**src/rtl/sram_ctrl_pkg.sv**
```systemverilog
// sram_ctrl_pkg: shared FSM encoding, mem_sel codes and byte-enable decode for the data-SRAM controller
package sram_ctrl_pkg;
  typedef enum logic [2:0] {
    ST_IDLE,
    ST_RD,
    ST_WR_SETUP,
    ST_WR_PULSE,
    ST_WR_HOLD,
    ST_DONE
  } state_t;
  localparam logic [1:0] SEL_NONE = 2'b00;
  localparam logic [1:0] SEL_BYTE = 2'b01;
  localparam logic [1:0] SEL_HALF = 2'b10;
  localparam logic [1:0] SEL_WORD = 2'b11;
  function automatic logic [3:0] sel_to_be_n(input logic [1:0] sel);
    return sel == SEL_BYTE ? 4'b1110 :
           sel == SEL_HALF ? 4'b1100 :
           sel == SEL_WORD ? 4'b0000 : 4'b1111;
  endfunction
endpackage

```
**src/rtl/data_sram_ctrl.sv**
```systemverilog
// data_sram_ctrl: word-wide asynchronous SRAM controller with programmable read wait and write pulse
module data_sram_ctrl
  import sram_ctrl_pkg::*;
#(
  parameter int ADDR_W   = 20,
  parameter int RD_WAIT  = 2,
  parameter int WR_PULSE = 2
) (
  input  logic              clk,
  input  logic              rst,
  input  logic              read_ce,
  input  logic              write_ce,
  input  logic [31:0]       address,
  input  logic [31:0]       wdata,
  input  logic [1:0]        mem_sel,
  output logic [31:0]       rdata,
  output logic              rfin,
  output logic              wfin,
  output logic              busy,
  output logic [ADDR_W-1:0] sram_addr,
  output logic [31:0]       sram_dq_o,
  input  logic [31:0]       sram_dq_i,
  output logic              sram_dq_oe,
  output logic              sram_ce_n,
  output logic              sram_oe_n,
  output logic              sram_we_n,
  output logic [3:0]        sram_be_n
);
  localparam int CW = $clog2((RD_WAIT > WR_PULSE ? RD_WAIT : WR_PULSE) + 1);
  state_t state, state_d;
  logic [CW-1:0] cnt, cnt_d;
  logic op_wr, op_wr_d;
  logic [31:0] rdata_d, dq_d;
  logic [ADDR_W-1:0] addr_d;
  logic rfin_d, wfin_d, busy_d, dq_oe_d, ce_n_d, oe_n_d, we_n_d;
  logic [3:0] be_n_d;
  logic unused_addr;
  assign unused_addr = ^address[31:ADDR_W];
  always_ff @(posedge clk) begin
    if (rst) begin
      state      <= ST_IDLE;
      cnt        <= '0;
      op_wr      <= 1'b0;
      rdata      <= '0;
      rfin       <= 1'b0;
      wfin       <= 1'b0;
      busy       <= 1'b0;
      sram_addr  <= '0;
      sram_dq_o  <= '0;
      sram_dq_oe <= 1'b0;
      sram_ce_n  <= 1'b1;
      sram_oe_n  <= 1'b1;
      sram_we_n  <= 1'b1;
      sram_be_n  <= 4'hF;
    end else begin
      state      <= state_d;
      cnt        <= cnt_d;
      op_wr      <= op_wr_d;
      rdata      <= rdata_d;
      rfin       <= rfin_d;
      wfin       <= wfin_d;
      busy       <= busy_d;
      sram_addr  <= addr_d;
      sram_dq_o  <= dq_d;
      sram_dq_oe <= dq_oe_d;
      sram_ce_n  <= ce_n_d;
      sram_oe_n  <= oe_n_d;
      sram_we_n  <= we_n_d;
      sram_be_n  <= be_n_d;
    end
  end
  // Every output is a register; this block only computes their next values.
  always_comb begin
    state_d = state;
    cnt_d   = cnt;
    op_wr_d = op_wr;
    rdata_d = rdata;
    rfin_d  = rfin;
    wfin_d  = wfin;
    addr_d  = sram_addr;
    dq_d    = sram_dq_o;
    dq_oe_d = sram_dq_oe;
    ce_n_d  = sram_ce_n;
    oe_n_d  = sram_oe_n;
    we_n_d  = sram_we_n;
    be_n_d  = sram_be_n;
    case (state)
      ST_IDLE: if (write_ce || read_ce) begin
        op_wr_d = write_ce;
        addr_d  = address[ADDR_W-1:0];
        dq_d    = wdata;
        if (write_ce && mem_sel == SEL_NONE) begin
          state_d = ST_DONE;
          wfin_d  = 1'b1;
        end else if (write_ce) begin
          state_d = ST_WR_SETUP;
          ce_n_d  = 1'b0;
          dq_oe_d = 1'b1;
          be_n_d  = sel_to_be_n(mem_sel);
        end else begin
          state_d = ST_RD;
          ce_n_d  = 1'b0;
          oe_n_d  = 1'b0;
          be_n_d  = 4'h0;
          cnt_d   = CW'(RD_WAIT - 1);
        end
      end
      ST_RD: if (cnt == '0) begin
        state_d = ST_DONE;
        rdata_d = sram_dq_i;
        rfin_d  = 1'b1;
        ce_n_d  = 1'b1;
        oe_n_d  = 1'b1;
        be_n_d  = 4'hF;
      end else cnt_d = cnt - 1'b1;
      ST_WR_SETUP: begin
        state_d = ST_WR_PULSE;
        we_n_d  = 1'b0;
        cnt_d   = CW'(WR_PULSE - 1);
      end
      ST_WR_PULSE: if (cnt == '0) begin
        state_d = ST_WR_HOLD;
        we_n_d  = 1'b1;
      end else cnt_d = cnt - 1'b1;
      ST_WR_HOLD: begin
        state_d = ST_DONE;
        wfin_d  = 1'b1;
        ce_n_d  = 1'b1;
        dq_oe_d = 1'b0;
        be_n_d  = 4'hF;
      end
      ST_DONE: if (!(op_wr ? write_ce : read_ce)) begin
        state_d = ST_IDLE;
        rfin_d  = 1'b0;
        wfin_d  = 1'b0;
      end
      default: state_d = ST_IDLE;
    endcase
    busy_d = state_d != ST_IDLE;
  end
endmodule

```
**config.mk**
```make
export PLATFORM = sky130hd
export DESIGN_NAME = data_sram_ctrl
export DESIGN_NICKNAME = d
export VERILOG_FILES = /design/src/rtl/sram_ctrl_pkg.sv /design/src/rtl/data_sram_ctrl.sv
export SDC_FILE = /design/constraint.sdc
export NUM_CORES = 1
export LEC_CHECK = 0
export CAP_MARGIN = 20
export CORE_ASPECT_RATIO = 0.9
export CORE_MARGIN = 5
export CORE_UTILIZATION = 39
export CTS_CLUSTER_DIAMETER = 30
export CTS_CLUSTER_SIZE = 12
export DETAILED_ROUTE_END_ITERATION = 10
export HOLD_SLACK_MARGIN = 0.08
export PLACE_DENSITY_LB_ADDON = 0.15
export SKIP_LAST_GASP = 1
export SYNTH_ARGS = -nofsm -noshare
export SYNTH_HDL_FRONTEND = slang
export SYNTH_SLANG_ARGS = --single-unit
export TNS_END_PERCENT = 10
```
**constraint.sdc**
```tcl
create_clock -name clk -period 2.41 [get_ports clk]
set_input_delay 0.723 -clock clk [delete_from_list [all_inputs] [get_ports clk]]
set_output_delay 0.723 -clock clk [all_outputs]
set_load 0.005 [all_outputs]
```
==> summary.md <==
The worst relative slew slack is 0.6221. Synthesis inferred 100 register bits. The tools report the global routing usage summed across all routing layers as 0.1868. The synthesized netlist net count was 567. For this run, design rule violations remaining after detail routing come to 0.

The half-perimeter wire length after placement is 7.938 mm, and the post-synthesis average cell area is 7.941 um^2. Including well taps, the total number of placed cells is 750. Yosys printed 0 warnings.

For the worst-skew pair, the clock arrives at the later sink with an insertion delay of 0.34 ns. At the end of the flow, the number of nets in the layout was 742. Overall die area: 11500 um^2. The path class of the tightest hold or removal check is flop to flop. Final routed wire length divided by cell count: 14.34 um. Global routing's busiest layer: met2.

The tools report the worst path arrival time as 2.32 ns. For the effective utilization at floorplan, the log shows 0.4020. The power density over cell area was 992.0 nW/um^2; the maximum cell stage delay along the critical path was 0.42 ns.

The logs give 2 for the maximum clock insertion buffer count and 2.136 nW for the leakage component of the power. The layout cell share with drive strength beyond 1 works out to 0.05443. The tree built by TritonCTS fans out to 100 sinks. The largest individual stage delay along the critical path comes from the cell clkdlybuf4s50_1. For the wire length of the first global-routing pass, the log shows 17.36 mm. The routed layout has 3676 vias. The worst setup path is launched from a primary input. The final hold violation count was 0; the average via count per standard cell was 4.805. Summing internal, switching and leakage power gives 0.005777 W. The tools report the number of placed I/O pins as 197. The final weighted congestion in routability-driven placement is 0.8050. The met2 routing resource usage after global routing was 0.3207; the placeable core region was 9166 um^2. The antenna violation net count after detailed routing came out at 0.

Leaving out fill and tap cells, the most frequent cells in the layout are clkdlybuf4s50_1 (183), nand2_1 (179), dfxtp_1 (100), a21oi_1 (89), buf_4 (14). The number of global-route vias before repair was 3511; the maximum fanout encountered on the critical timing path was 3. Among cell families on the critical path, the largest total delay comes from simple AND/OR/NAND/NOR gates.

At the pin with the least slew margin, the transition time is 0.5661 ns. The period utilization is 0.8663, and the final wirelength is 10.97 mm. The fraction of met1 tracks used by global routing is 0.2125, and the number of diodes is 0. In this run, CTS created clock tree buffers numbering 9.

The netlist area before placement is 3685 um^2. Setup repair after global routing left no endpoint under its margin. After clock tree synthesis, the clock-pin slew on the worst setup and hold paths is 0.09 ns.

The tools report the post-layout instance count excluding filler cells as 765. The tools report the number of antenna violations at the first check in global routing as 0. Measured along the x axis, the die boundary spans 112.5 um.

The data required time of the worst path came out at 2.64 ns. The first detailed-routing pass ran for 4 iterations. Summed over all layers, the global routing overflow is 0. In this run, the number of DRC markers left after iteration 0 of detailed routing was 153.

The async set-or-reset flop fraction in the synthesized netlist works out to 0. The quantity of gates resized following cts is 0, and the total of max-cap violations is 0. The tools report the met3 track utilization from global routing as 0.07874.

The worst voltage drop across the vdd grid was 0.4521 mV. Traced cell by cell, the critical path runs through clkdlybuf4s50_1 -> mux2_2 -> nand2b_1 -> a221o_1 -> or3_1. The post-synthesis sequential area ratio was 0.5433.

The run gives 53 as the largest net degree at the start of global routing. The number of enable flip-flop cells after synthesis works out to 0. Clock skew on the completed layout was measured at 0.005727 ns. After clock tree synthesis, the flow added hold-fix buffers numbering 0. The number of buffers and inverters on the critical path is 1. The most frequent standard cell in the layout excluding fill and tap cells was clkdlybuf4s50_1. The tree is rooted in a clkbuf_8. The flow ran to the end, and the final reports show no timing, DRC or antenna violations.

TritonCTS built the clock tree. Derived from the worst setup path, the maximum achievable clock frequency is 0.4790 GHz. The tools report the count of final max-slew check failures as 0. The tools report the count of distinct cell types in the synthesized netlist as 36. The run gives 0 as the post-CTS setup repair buffer count. The critical path in this run is classified as primary input to flop.

Final number of setup-violating endpoints: 0. Subtracting the final worst setup slack from the clock period gives 2.088 ns. The die boundary height came out at 102.2 um. In the synthesized netlist the dominant register cell turns out to be dfxtp_1. CTS built an H-tree with a depth of 3. The number of instances in the synthesized netlist came out at 464. The count of buffers from port buffering is 184, and the row count is 33.

From synthesis to final layout, the design area changed by 58.03%. The worst setup path is captured at a flop.
flip-flops by register name, summed over array words and instances (netlist names):
| signal | flops |
|---|---|
| sram_oe_n | 1 |
| rfin | 1 |
| sram_dq_o | 32 |
| wfin | 1 |
| cnt | 2 |
| state | 3 |
| sram_addr | 20 |
| sram_dq_oe | 1 |
| op_wr | 1 |
| sram_be_n | 3 |
| busy | 1 |
| rdata | 32 |
| sram_ce_n | 1 |
| sram_we_n | 1 |
metal layers:
metal / wire [um] / share of wire / up-vias
met2: 5287 / 0.48 / 138
li1: - / - / 1863
met3: 1044 / 0.095 / 15
met4: 186 / 0.017 / 0
met1: 4452 / 0.41 / 1660
met5: 0 / 0 / -
logic make-up after synthesis:
group / Yosys count / synth area share
simple gates: 214 / 0.2390
buf+inv: 40 / 0.05229
compound gates: 107 / 0.1562
fa+ha+maj: 1 / 0.003395
mux: 2 / 0.005772
flops: 100 / 0.5433
cell type report:
cell class | instances | area (um^2)
clock buffers | 11 | 131.4
clock inverters | 4 | 51.30
fillers | 846 | 3343
inverters | 5 | 18.77
multi-input cells | 324 | 1505
flip-flops and latches | 100 | 2002
well taps | 122 | 152.6
repair buffers | 199 | 1962
worst min-delay path, stage by stage (launching register included):
cell     delay (ns)
dfxtp_1        0.32
nand2_1        0.05
nand2_1        0.04
metrics by stage:
stage / hold WS [ns] / area (um^2) / worst slack (ns) / setup TNS, ns / utilization
floorplan: 0.4388 / 3685 / 0.4970 / 0 / -
global placement: 0.4347 / 5640 / -0.01429 / -0.02170 / 0.6153
detailed placement: 0.4376 / 5640 / -0.03075 / -0.05829 / 0.6153
CTS: 0.4511 / 5823 / 0.3512 / 0 / 0.6353
global route: 0.4628 / 5823 / 0.2343 / 0 / 0.6353
finish: 0.4479 / 5823 / 0.3223 / 0 / 0.6353
synthesized netlist by cell type, types with 2 or more instances:
cell type	instances	area (um^2)
o21a_1	2	15.01
a21oi_1	89	445.4
buf_2	10	50.05
nor4b_1	3	26.28
dfxtp_1	100	2002
nor3_1	5	25.02
clkbuf_1	17	63.81
a211oi_1	2	15.01
and3_1	2	12.51
or3_1	2	12.51
nand3b_1	2	15.01
inv_1	5	18.77
nand2_1	179	671.9
nand2b_1	5	31.28
nor2_1	9	33.78
nor3b_1	2	15.01
o21ai_0	4	20.02
buf_4	8	60.06
worst paths after layout:
path / from / to / slack [ns] / depth (start not counted)
min: sram_be_n[0] / sram_be_n[0] / 0.45 / 2
max reg2reg: state[0] / sram_dq_o[15] / 0.45 / 5
max: write_ce / busy / 0.32 / 5
min reg2reg: sram_be_n[0] / sram_be_n[0] / 0.45 / 2
report_power, final:
part	internal, W	switching (W)
Combinational	0.00127	0.00115
Sequential	0.00208	0.000275
Clock	0.000476	0.000533
Note: power is estimated with default switching activity, not from simulation.
